$ cat src/rtl/div_rate_pkg.sv
// Shared types and constants for the divider rate controller and its counter.
package div_rate_pkg;

    typedef enum logic [1:0] {
        ST_IDLE = 2'd0,
        ST_RUN  = 2'd1,
        ST_PEND = 2'd2
    } state_t;

    localparam int CNT_W_DEF = 8;
    localparam logic [CNT_W_DEF-1:0] DIV_ZERO = '0;

endpackage

$ cat src/rtl/div_rate_counter.sv
// Divide counter: runs 0..N-1 on enabled cycles, flags the wrap and registers
// the one-cycle tick and the approximately 50% duty div_out.
module div_rate_counter
    import div_rate_pkg::*;
#(
    parameter int CNT_W = CNT_W_DEF
) (
    input  logic             clk_in,
    input  logic             rst,
    input  logic             i_en,
    input  logic             i_load_zero,
    input  logic [CNT_W-1:0] i_active_div,
    input  logic [CNT_W-1:0] i_load_div,
    output logic             o_wrap,
    output logic             o_tick,
    output logic             o_div_out
);

    logic [CNT_W-1:0] r_cnt;
    logic             r_tick;
    logic             r_div_out;
    logic [CNT_W-1:0] w_next_cnt;
    logic [CNT_W-1:0] w_half;

    // Divisor is never 0, so N-1 cannot underflow.
    assign o_wrap = i_en && (r_cnt == (i_active_div - CNT_W'(1)));

    always_comb begin
        w_next_cnt = r_cnt;
        if (i_load_zero) begin
            w_next_cnt = '0;
        end else if (i_en) begin
            w_next_cnt = o_wrap ? '0 : (r_cnt + CNT_W'(1));
        end
    end

    // A load starts a new period, so its div_out threshold uses the incoming divisor.
    assign w_half = (i_load_zero ? i_load_div : i_active_div) >> 1;

    always_ff @(posedge clk_in) begin
        if (!rst) begin
            r_cnt     <= '0;
            r_tick    <= 1'b0;
            r_div_out <= 1'b0;
        end else begin
            r_cnt  <= w_next_cnt;
            r_tick <= o_wrap;
            if (i_en || i_load_zero) begin
                r_div_out <= (w_next_cnt >= w_half);
            end
        end
    end

    assign o_tick    = r_tick;
    assign o_div_out = r_div_out;

endmodule

$ cat src/rtl/div_rate_ctrl.sv
// Run-time divide-ratio controller: accepts divisors over valid/ready and applies
// them only at a period boundary so no period is ever truncated or stretched.
module div_rate_ctrl
    import div_rate_pkg::*;
#(
    parameter int CNT_W       = CNT_W_DEF,
    parameter int DEFAULT_DIV = 4
) (
    input  logic             clk_in,
    input  logic             rst,
    input  logic             en,
    input  logic [CNT_W-1:0] cfg_div,
    input  logic             cfg_valid,
    output logic             cfg_ready,
    output logic             cfg_err,
    output logic             applied,
    output logic             tick,
    output logic             div_out,
    output logic [CNT_W-1:0] active_div,
    output logic             pending,
    output logic [1:0]       o_state
);

    // Handshake: a transfer happens on any posedge where cfg_valid && cfg_ready;
    // cfg_ready depends only on state, never on cfg_valid.
    state_t           r_state;
    state_t           w_state_nxt;
    logic [CNT_W-1:0] r_active_div;
    logic [CNT_W-1:0] r_pend_div;
    logic             r_applied;
    logic             r_cfg_err;
    logic             w_xfer;
    logic             w_xfer_ok;
    logic             w_wrap;
    logic             w_load;
    logic [CNT_W-1:0] w_load_div;

    assign w_xfer     = cfg_valid && cfg_ready;
    assign w_xfer_ok  = w_xfer && (cfg_div != CNT_W'(DIV_ZERO));
    assign w_load     = ((r_state == ST_IDLE) && w_xfer_ok) ||
                        ((r_state == ST_PEND) && w_wrap);
    assign w_load_div = (r_state == ST_PEND) ? r_pend_div : cfg_div;

    always_ff @(posedge clk_in) begin
        if (!rst) begin
            r_state <= ST_IDLE;
        end else begin
            r_state <= w_state_nxt;
        end
    end

    always_comb begin
        w_state_nxt = r_state;
        case (r_state)
            ST_IDLE: if (en)        w_state_nxt = ST_RUN;
            ST_RUN:  if (w_xfer_ok) w_state_nxt = ST_PEND;
            ST_PEND: if (w_wrap)    w_state_nxt = ST_RUN;
            default:                w_state_nxt = ST_IDLE;
        endcase
    end

    always_comb begin
        cfg_ready = (r_state != ST_PEND);
        pending   = (r_state == ST_PEND);
        o_state   = r_state;
    end

    // A transfer landing on a RUN wrap goes to pend_div and waits for the next wrap.
    always_ff @(posedge clk_in) begin
        if (!rst) begin
            r_active_div <= CNT_W'(DEFAULT_DIV);
            r_pend_div   <= '0;
            r_applied    <= 1'b0;
            r_cfg_err    <= 1'b0;
        end else begin
            r_applied <= w_load;
            r_cfg_err <= w_xfer && (cfg_div == CNT_W'(DIV_ZERO));
            if (w_load) begin
                r_active_div <= w_load_div;
            end
            if ((r_state == ST_RUN) && w_xfer_ok) begin
                r_pend_div <= cfg_div;
            end
        end
    end

    div_rate_counter #(
        .CNT_W (CNT_W)
    ) u_counter (
        .clk_in       (clk_in),
        .rst          (rst),
        .i_en         (en),
        .i_load_zero  (w_load),
        .i_active_div (r_active_div),
        .i_load_div   (w_load_div),
        .o_wrap       (w_wrap),
        .o_tick       (tick),
        .o_div_out    (div_out)
    );

    assign active_div = r_active_div;
    assign applied    = r_applied;
    assign cfg_err    = r_cfg_err;

endmodule

$ cat config.mk
export PLATFORM = sky130hd
export DESIGN_NAME = div_rate_ctrl
export DESIGN_NICKNAME = d
export VERILOG_FILES = /design/src/rtl/div_rate_pkg.sv /design/src/rtl/div_rate_counter.sv /design/src/rtl/div_rate_ctrl.sv
export SDC_FILE = /design/constraint.sdc
export NUM_CORES = 1
export LEC_CHECK = 0
export BUFFER_PORTS_ARGS = -buffer_cell sky130_fd_sc_hd__buf_2
export CORE_UTILIZATION = 60
export CTS_CLUSTER_DIAMETER = 100
export DETAILED_ROUTE_END_ITERATION = 10
export HOLD_SLACK_MARGIN = 0.06
export PLACE_DENSITY = 0.84
export SLEW_MARGIN = 0
export SYNTH_ARGS = -nofsm -noshare
export SYNTH_HDL_FRONTEND = slang
export SYNTH_SLANG_ARGS = --single-unit
$ cat constraint.sdc
create_clock -name clk_in -period 7.4 [get_ports clk_in]
set_input_delay 0.37 -clock clk_in [delete_from_list [all_inputs] [get_ports clk_in]]
set_output_delay 0.37 -clock clk_in [all_outputs]
set_load 0.03 [all_outputs]
==> results of run 1 <==
-- routing by layer --
layer	vias up	track usage
li1	828	-
met4	0	0.1045
met2	41	0.4874
met3	8	0.05442
met1	765	0.3533
met5	-	0
-- through the flow --
stage               total power, W  hold slack (ps)  setup WS, ps  instances  instance area [um^2]
floorplan                0.0002643            436.6          3868        216                  1824
global placement         0.0002863            454.6          3889        265                  1956
detailed placement       0.0002890            464.8          3809        265                  1956
CTS                      0.0004201            288.4          3820        272                  2037
global route             0.0004380            296.0          3462        272                  2037
finish                   0.0004197            289.2          3793        272                  2037
-- critical path, stage by stage, from the launching register on --
cell       delay, ps
dfxtp_1          340
inv_1             80
ha_1             190
nor2b_1          210
nand3_1          150
a2111oi_4        570
a31oi_4          280
a2111oi_2        430
or2_1            160
ha_1             240
a211o_1          290
a31oi_1          140
o21bai_1          90
a221oi_1         230
a21oi_1          100
-- path summary, 6_finish.rpt --
check	start	slack (ps)	depth (start not counted)	to
max	active_div[0]	3790	14	u_counter.o_div_out
min	cfg_valid	290	3	cfg_err
max reg2reg	active_div[0]	3790	14	u_counter.o_div_out
min reg2reg	r_pend_div[0]	480	2	r_pend_div[0]
-- cells in the mapped netlist, types with 3 or more instances --
cell type	count	share of area
nand4_1	3	0.010
xnor2_1	7	0.034
nor2_1	18	0.037
dfxtp_1	30	0.33
ha_1	9	0.062
inv_1	7	0.014
nand2_1	15	0.031
nor2b_1	5	0.017
clkbuf_1	6	0.012
a2111oi_2	7	0.058
and2_1	8	0.027
nor3_1	11	0.030
xor2_1	8	0.038
a21oi_1	19	0.052
nand2b_1	3	0.010
nand3_1	15	0.041
a31oi_1	4	0.014
or2_1	7	0.024
-- state kept, by name, summed over array words and instances, names as in the netlist --
name                 flops
active_div               8
r_pend_div               8
u_counter.r_cnt          8
o_state                  2
applied                  1
cfg_err                  1
u_counter.o_div_out      1
u_counter.o_tick         1
-- where the power goes --
part	switching, W	internal (W)	total [W]
Sequential	0.0000121	0.000170	0.000182
Clock	0.0000547	0.0000786	0.000133
Combinational	0.0000659	0.0000388	0.000105
-- cell usage in the layout, fill, tap and decap left out, types with 3 or more instances in the layout --
master,n
or2_1,7
a2111oi_2,7
nand3_1,15
nor3_1,11
ha_1,9
xor2_1,8
buf_2,27
inv_1,7
nand4_1,3
nor2b_1,5
dfxtp_1,30
and2_1,8
nand2_1,15
nand2b_1,3
a21oi_1,19
nor2_1,18
a31oi_1,4
clkbuf_4,5
xnor2_1,7
-- layout make-up --
type	instances	area, um^2
clock buffers	6	51.30
clock inverters	1	30.03
repair buffers	27	135.1
flip-flops and latches	30	600.6
well taps	31	38.79
inverters	8	30.03
fillers	239	792.0
multi-input cells	169	1151
-- cell families after synthesis --
group | count (synthesis) | synth area share
muxes | 1 | 0.005487
and+or+nand+nor | 95 | 0.2709
buffers and inverters | 17 | 0.03978
adders and majority gates | 9 | 0.06173
AOI/OAI and AO/OA | 49 | 0.2209
DFF | 30 | 0.3292
xor gates and xnor gates | 15 | 0.07202
==> results.md, run 1 <==
- Peak supply drop: 0.1329 mV
- Synth Flop Type: dfxtp_1
- Root Buffer: clkbuf_4
- Hold_buf cts: 0
- Setup Viol. Count Final: 0
- Skew final: 8.328 ps
- Die area: 3265 um^2
- Final Hold Vio Count: 0
- Tightest Pin Transition: 925.9 ps
- Num rows: 19
- Met3 wire length: 169 um
- Mean Syn Cell Area: 8.446 um^2
- Element type at the critical path end: register
- Critical path required time: 7610 ps
- N_diodes: 0
- Arr. time, crit path: 3820 ps
- Post-DRT Antenna Nets: 0
- Routed via count: 1642
- Max_cap viols: 0
- H-tree levels: 2
- Final setup TNS: 0 ps
- Share of cells above drive strength 1: 0.1992
- EDFF count, synth: 0
- Num ports: 28
- Post-synthesis sequential area ratio: 0.3292
- Layout Nets: 262
- Worst Hold Class: in2reg
- Ys async rst share: 0
- Port Buffers: 27
- Fin crit share: 0.4874
- DR top layer: met4
- Final WL: 4165 um
- First drt pass iteration count: 7
- RSZ-0062 raised after global routing: no
- CTS Buffer Depth: 2
- Slew Viols, Final: 0
- Width of the die: 57.14 um
- Status: complete, but fails checks
- Power per cell area: 206.1 nW/um^2
- Mapped cell area: 1824 um^2
- Worst Setup Path Type: reg2reg
- Slew HR: 0.3804
- #FFs+latches synth: 30
- Post-Syn Nets: 237
- Clock latency on the worst-skew pair: 330 ps
- Synth warnings: 0
- Final Util: 0.7200
- Failing checks: design-rule violations
- Routability cong.: 0.8848
- CTS Sinks: 30
- Gates resized, CTS repair: 0
- Iter 0 DRT Violations: 123
- Pleak: 0.8325 nW
- Area Overhead vs Synth: 11.66%
- Syn Inst Count: 216
- Residual DRC count: 4
- First-pass GRT wire length: 7038 um
- Routed vias/inst: 6.037
- Grt ovf: 0
- Die height: 57.14 um
- Final HPWL DP: 3176 um
- Initial antenna violation count: 0
- Setup bufs post-CTS: 0
- GRT Total Usage: 0.2835
- CTS Buf Count: 5
- Total core area: 2829 um^2
- Wirelength per Cell: 15.31 um
- Routed length on met1: 1925 um
- Largest net degree at the start of global routing: 21
- Starting Density: 0.6448
- Synth unique cells: 44
- Max Clk Rate: 0.2772 GHz
- Metal2 WL: 1994 um
- CP Max Fanout: 9
- Post-layout min period: 3607 ps
- Vias in the first global route: 1550
- Startpoint Class: register
- CTS tree: yes
- Clock-pin transition on the worst setup and hold timing paths: 90 ps
Power figures use the tool's default switching activity.
==> run 2, diff against run 1 <==
Settings changed: CORE_UTILIZATION 60 to 51, PLACE_DENSITY 0.84 to 0.76.
Clock period 7.4 ns to 3.2 ns, I/O delays scaled along.
==> run 2 against run 1 <==
Combinational power rose to 2.9 times the previous value. Sequential power up 130%. Global-route usage down 2.1 points. Critical path type unchanged. Sequential share of layout area down 2.9 points. Non-clock buffer count up 23. The run ends with negative setup slack left. Die area up 17%. Utilization down 4.2 points. Via count up 4.8%.
==> results.md, run 2 (same netlist as run 1, synthesis figures left out) <==
- Commonest non-fill, non-tap cell in the layout: buf_2 (was dfxtp_1)
- CTS Sinks: 30 (unchanged)
- CTS Buf Count: 5 (unchanged)
- Arr. time, crit path: 3480 ps (was 3820 ps)
- Critical path required time: 3420 ps (was 7610 ps)
- Hold Crit Depth: 3 (unchanged)
- CP Max Fanout: 5 (was 9)
- Worst path top cell family by delay: compound AO/OA/AOI/OAI gates (unchanged)
- CP Cell Sequence: inv_4, ha_4, nor2b_4, a21o_1, a2111oi_4, buf_4, a31oi_4, a2111oi_4, nor2_1, ha_1, nand2b_4, a21o_1, a31oi_1, o21bai_1, a221oi_1, a21oi_1 (was inv_1, ha_1, nor2b_1, nand3_1, a2111oi_4, a31oi_4, a2111oi_2, or2_1, ha_1, a211o_1, a31oi_1, o21bai_1, a221oi_1, a21oi_1)
- Total core area: 3390 um^2 (was 2829 um^2)
- Worst Hold Margin: 78.88 ps (was 289.2 ps)
- Vias in the first global route: 1537 (was 1550)
- Fin crit share: 1.020 (was 0.4874)
- Final setup TNS: -64.71 ps (was 0 ps)
- Wirelength per Cell: 14.82 um (was 15.31 um)
- Final WL: 4594 um (was 4165 um)
- Slew Viols, Final: 0 (unchanged)
- Sequential share of power: 0.450 (was 0.433)
- Status: complete, but fails checks (unchanged)
- Port Buffers: 27 (unchanged)
- Crit-path slowest cell: a2111oi_4 (unchanged)
- GRT Total Usage: 0.2629 (was 0.2835)
- Routability cong.: 0.9002 (was 0.8848)
- RSZ-0062 raised after global routing: yes (was no)
- CTS tree: yes (unchanged)
- Setup Viol. Count Final: 1 (was 0)
- Final Hold Vio Count: 0 (unchanged)
- Fin area: 2297 um^2 (was 2037 um^2)
- Failing checks: negative setup slack (was design-rule violations)
- N_diodes: 0 (unchanged)
- Pleak: 0.9547 nW (was 0.8325 nW)
- Width of the die: 61.81 um (was 57.14 um)
- Total power: 0.0009304 W (was 0.0004197 W)
- Routed vias/inst: 5.552 (was 6.037)
- Filler cells: 289 (was 239)
- Max_cap viols: 0 (unchanged)
- Comb power frac: 0.326 (was 0.249)
- Most frequent cells in the layout: 27 x buf_2, 25 x dfxtp_1, 21 x buf_4, 18 x a21oi_1, 18 x nor2_1 (was 30 x dfxtp_1, 27 x buf_2, 19 x a21oi_1, 18 x nor2_1)
- Critical path origin: active_div[0] (unchanged)
- Reg2reg path depth: 16 (was 14)
- Post-DRT Antenna Nets: 0 (unchanged)
- Setup slack after layout: -64.71 ps (was 3793 ps)
- H-tree levels: 2 (unchanged)
- Worst Hold Class: in2reg (unchanged)
- Internal: 0.0006065 W (was 0.0002871 W)
- Placed Instance Area: 2175 um^2 (was 1956 um^2)
- Root Buffer: clkbuf_4 (unchanged)
- Switching Fraction: 0.3481 (was 0.3161)
- Die area: 3820 um^2 (was 3265 um^2)
- Post-layout min period: 3265 ps (was 3607 ps)
- Starting Density: 0.5382 (was 0.6448)
- Largest net degree at the start of global routing: 21 (unchanged)
- Area Overhead vs Synth: 25.93% (was 11.66%)
- Worst Setup Path Type: reg2reg (unchanged)
- Die height: 61.81 um (was 57.14 um)
- Element type at the critical path end: register (unchanged)
- Grt ovf: 0 (unchanged)
- Routed via count: 1721 (was 1642)
- Num ports: 28 (unchanged)
- Max Clk Rate: 0.3063 GHz (was 0.2772 GHz)
- Hold_sp: cfg_div[4] (was cfg_valid)
- Num rows: 21 (was 19)
- Clock share of power: 0.224 (was 0.318)
- Skew final: 4.591 ps (was 8.328 ps)
- Peak supply drop: 0.3061 mV (was 0.1329 mV)
- First-pass GRT wire length: 7100 um (was 7038 um)
- Iter 0 DRT Violations: 95 (was 123)
- Crit path largest cell delay: 390 ps (was 570 ps)
- FF/Latch Area: 611.8 um^2 (was 600.6 um^2)
- First drt pass iteration count: 4 (was 7)
- CTS Buffer Depth: 2 (unchanged)
- Residual DRC count: 0 (was 4)
- Worst path buffer plus inverter count: 2 (was 1)
- Final HPWL DP: 3380 um (was 3176 um)
- Power per cell area: 405.0 nW/um^2 (was 206.1 nW/um^2)
- Startpoint Class: register (unchanged)
- Share of cells above drive strength 1: 0.3144 (was 0.1992)
- Initial antenna violation count: 0 (unchanged)
- Worst R2R Start: active_div[0] (unchanged)
- Clock latency on the worst-skew pair: 340 ps (was 330 ps)
- Tightest Pin Transition: 841.3 ps (was 925.9 ps)
- Multi-input gate area: 1226 um^2 (was 1151 um^2)
- Critical path depth: 16 (was 14)
- Slew HR: 0.4391 (was 0.3804)
- Layout Nets: 285 (was 262)
- Clock-pin transition on the worst setup and hold timing paths: 80 ps (was 90 ps)
- Switching Power: 0.0003239 W (was 0.0001327 W)
run 2: cell count changes in the layout (fill, tap and decap cells not counted), sizes merged:
cell / before / now
buf: 27 / 49
clkbuf: 6 / 7
bufinv: 1 / 0
dlygate4sd3: 0 / 1
run 2: final timing paths:
path                          to  slack [ps]
min                r_pend_div[4]          80
min reg2reg        r_pend_div[0]         480
max reg2reg  u_counter.o_div_out         -60
max          u_counter.o_div_out         -60
run 2: power groups by stage:
stage               registers [W]  logic, W  clock network, W
floorplan                0.000444  0.000177                 0
global placement         0.000424  0.000279                 0
detailed placement       0.000425  0.000283                 0
CTS                      0.000417  0.000287          0.000211
global route             0.000422  0.000332          0.000230
finish                   0.000419  0.000303          0.000208
run 2: per-stage QoR:
step           std cells  setup WS, ps    util
3_5_place_dp         299        -57.27  0.6416
6_report             310        -64.71  0.6777
4_1_cts              308         9.449  0.6641
2_1_floorplan        216         3.740       -
3_3_place_gp         299        -9.061  0.6416
5_1_grt              310        -245.1  0.6777
run 2: tightest hold or removal path: stages:
cell and delay (ps):
buf_2 110, nand3_1 60, a21oi_1 50
run 2: per-layer routing:
layer  global-route usage  share of wire
met3              0.07039          0.041
met5                    0              0
met2               0.4316           0.49
met4               0.1206          0.021
met1               0.3215           0.45
run 2: what timing repair did:
item	4_1_cts	5_1_grt
hold buffers	1	0
hold endpoints to repair	1	0
setup endpoints to repair	1	1
pin swaps	2	9
gates resized for setup	2	6
buffers inserted	1	2
run 2: layout make-up:
type | instances | area share
sequential | 30 | 0.2663
timing repair buffer | 50 | 0.1405
inverter | 8 | 0.01471
multi-input combinational | 169 | 0.5338
tap | 46 | 0.02505
clock buffer | 7 | 0.01961
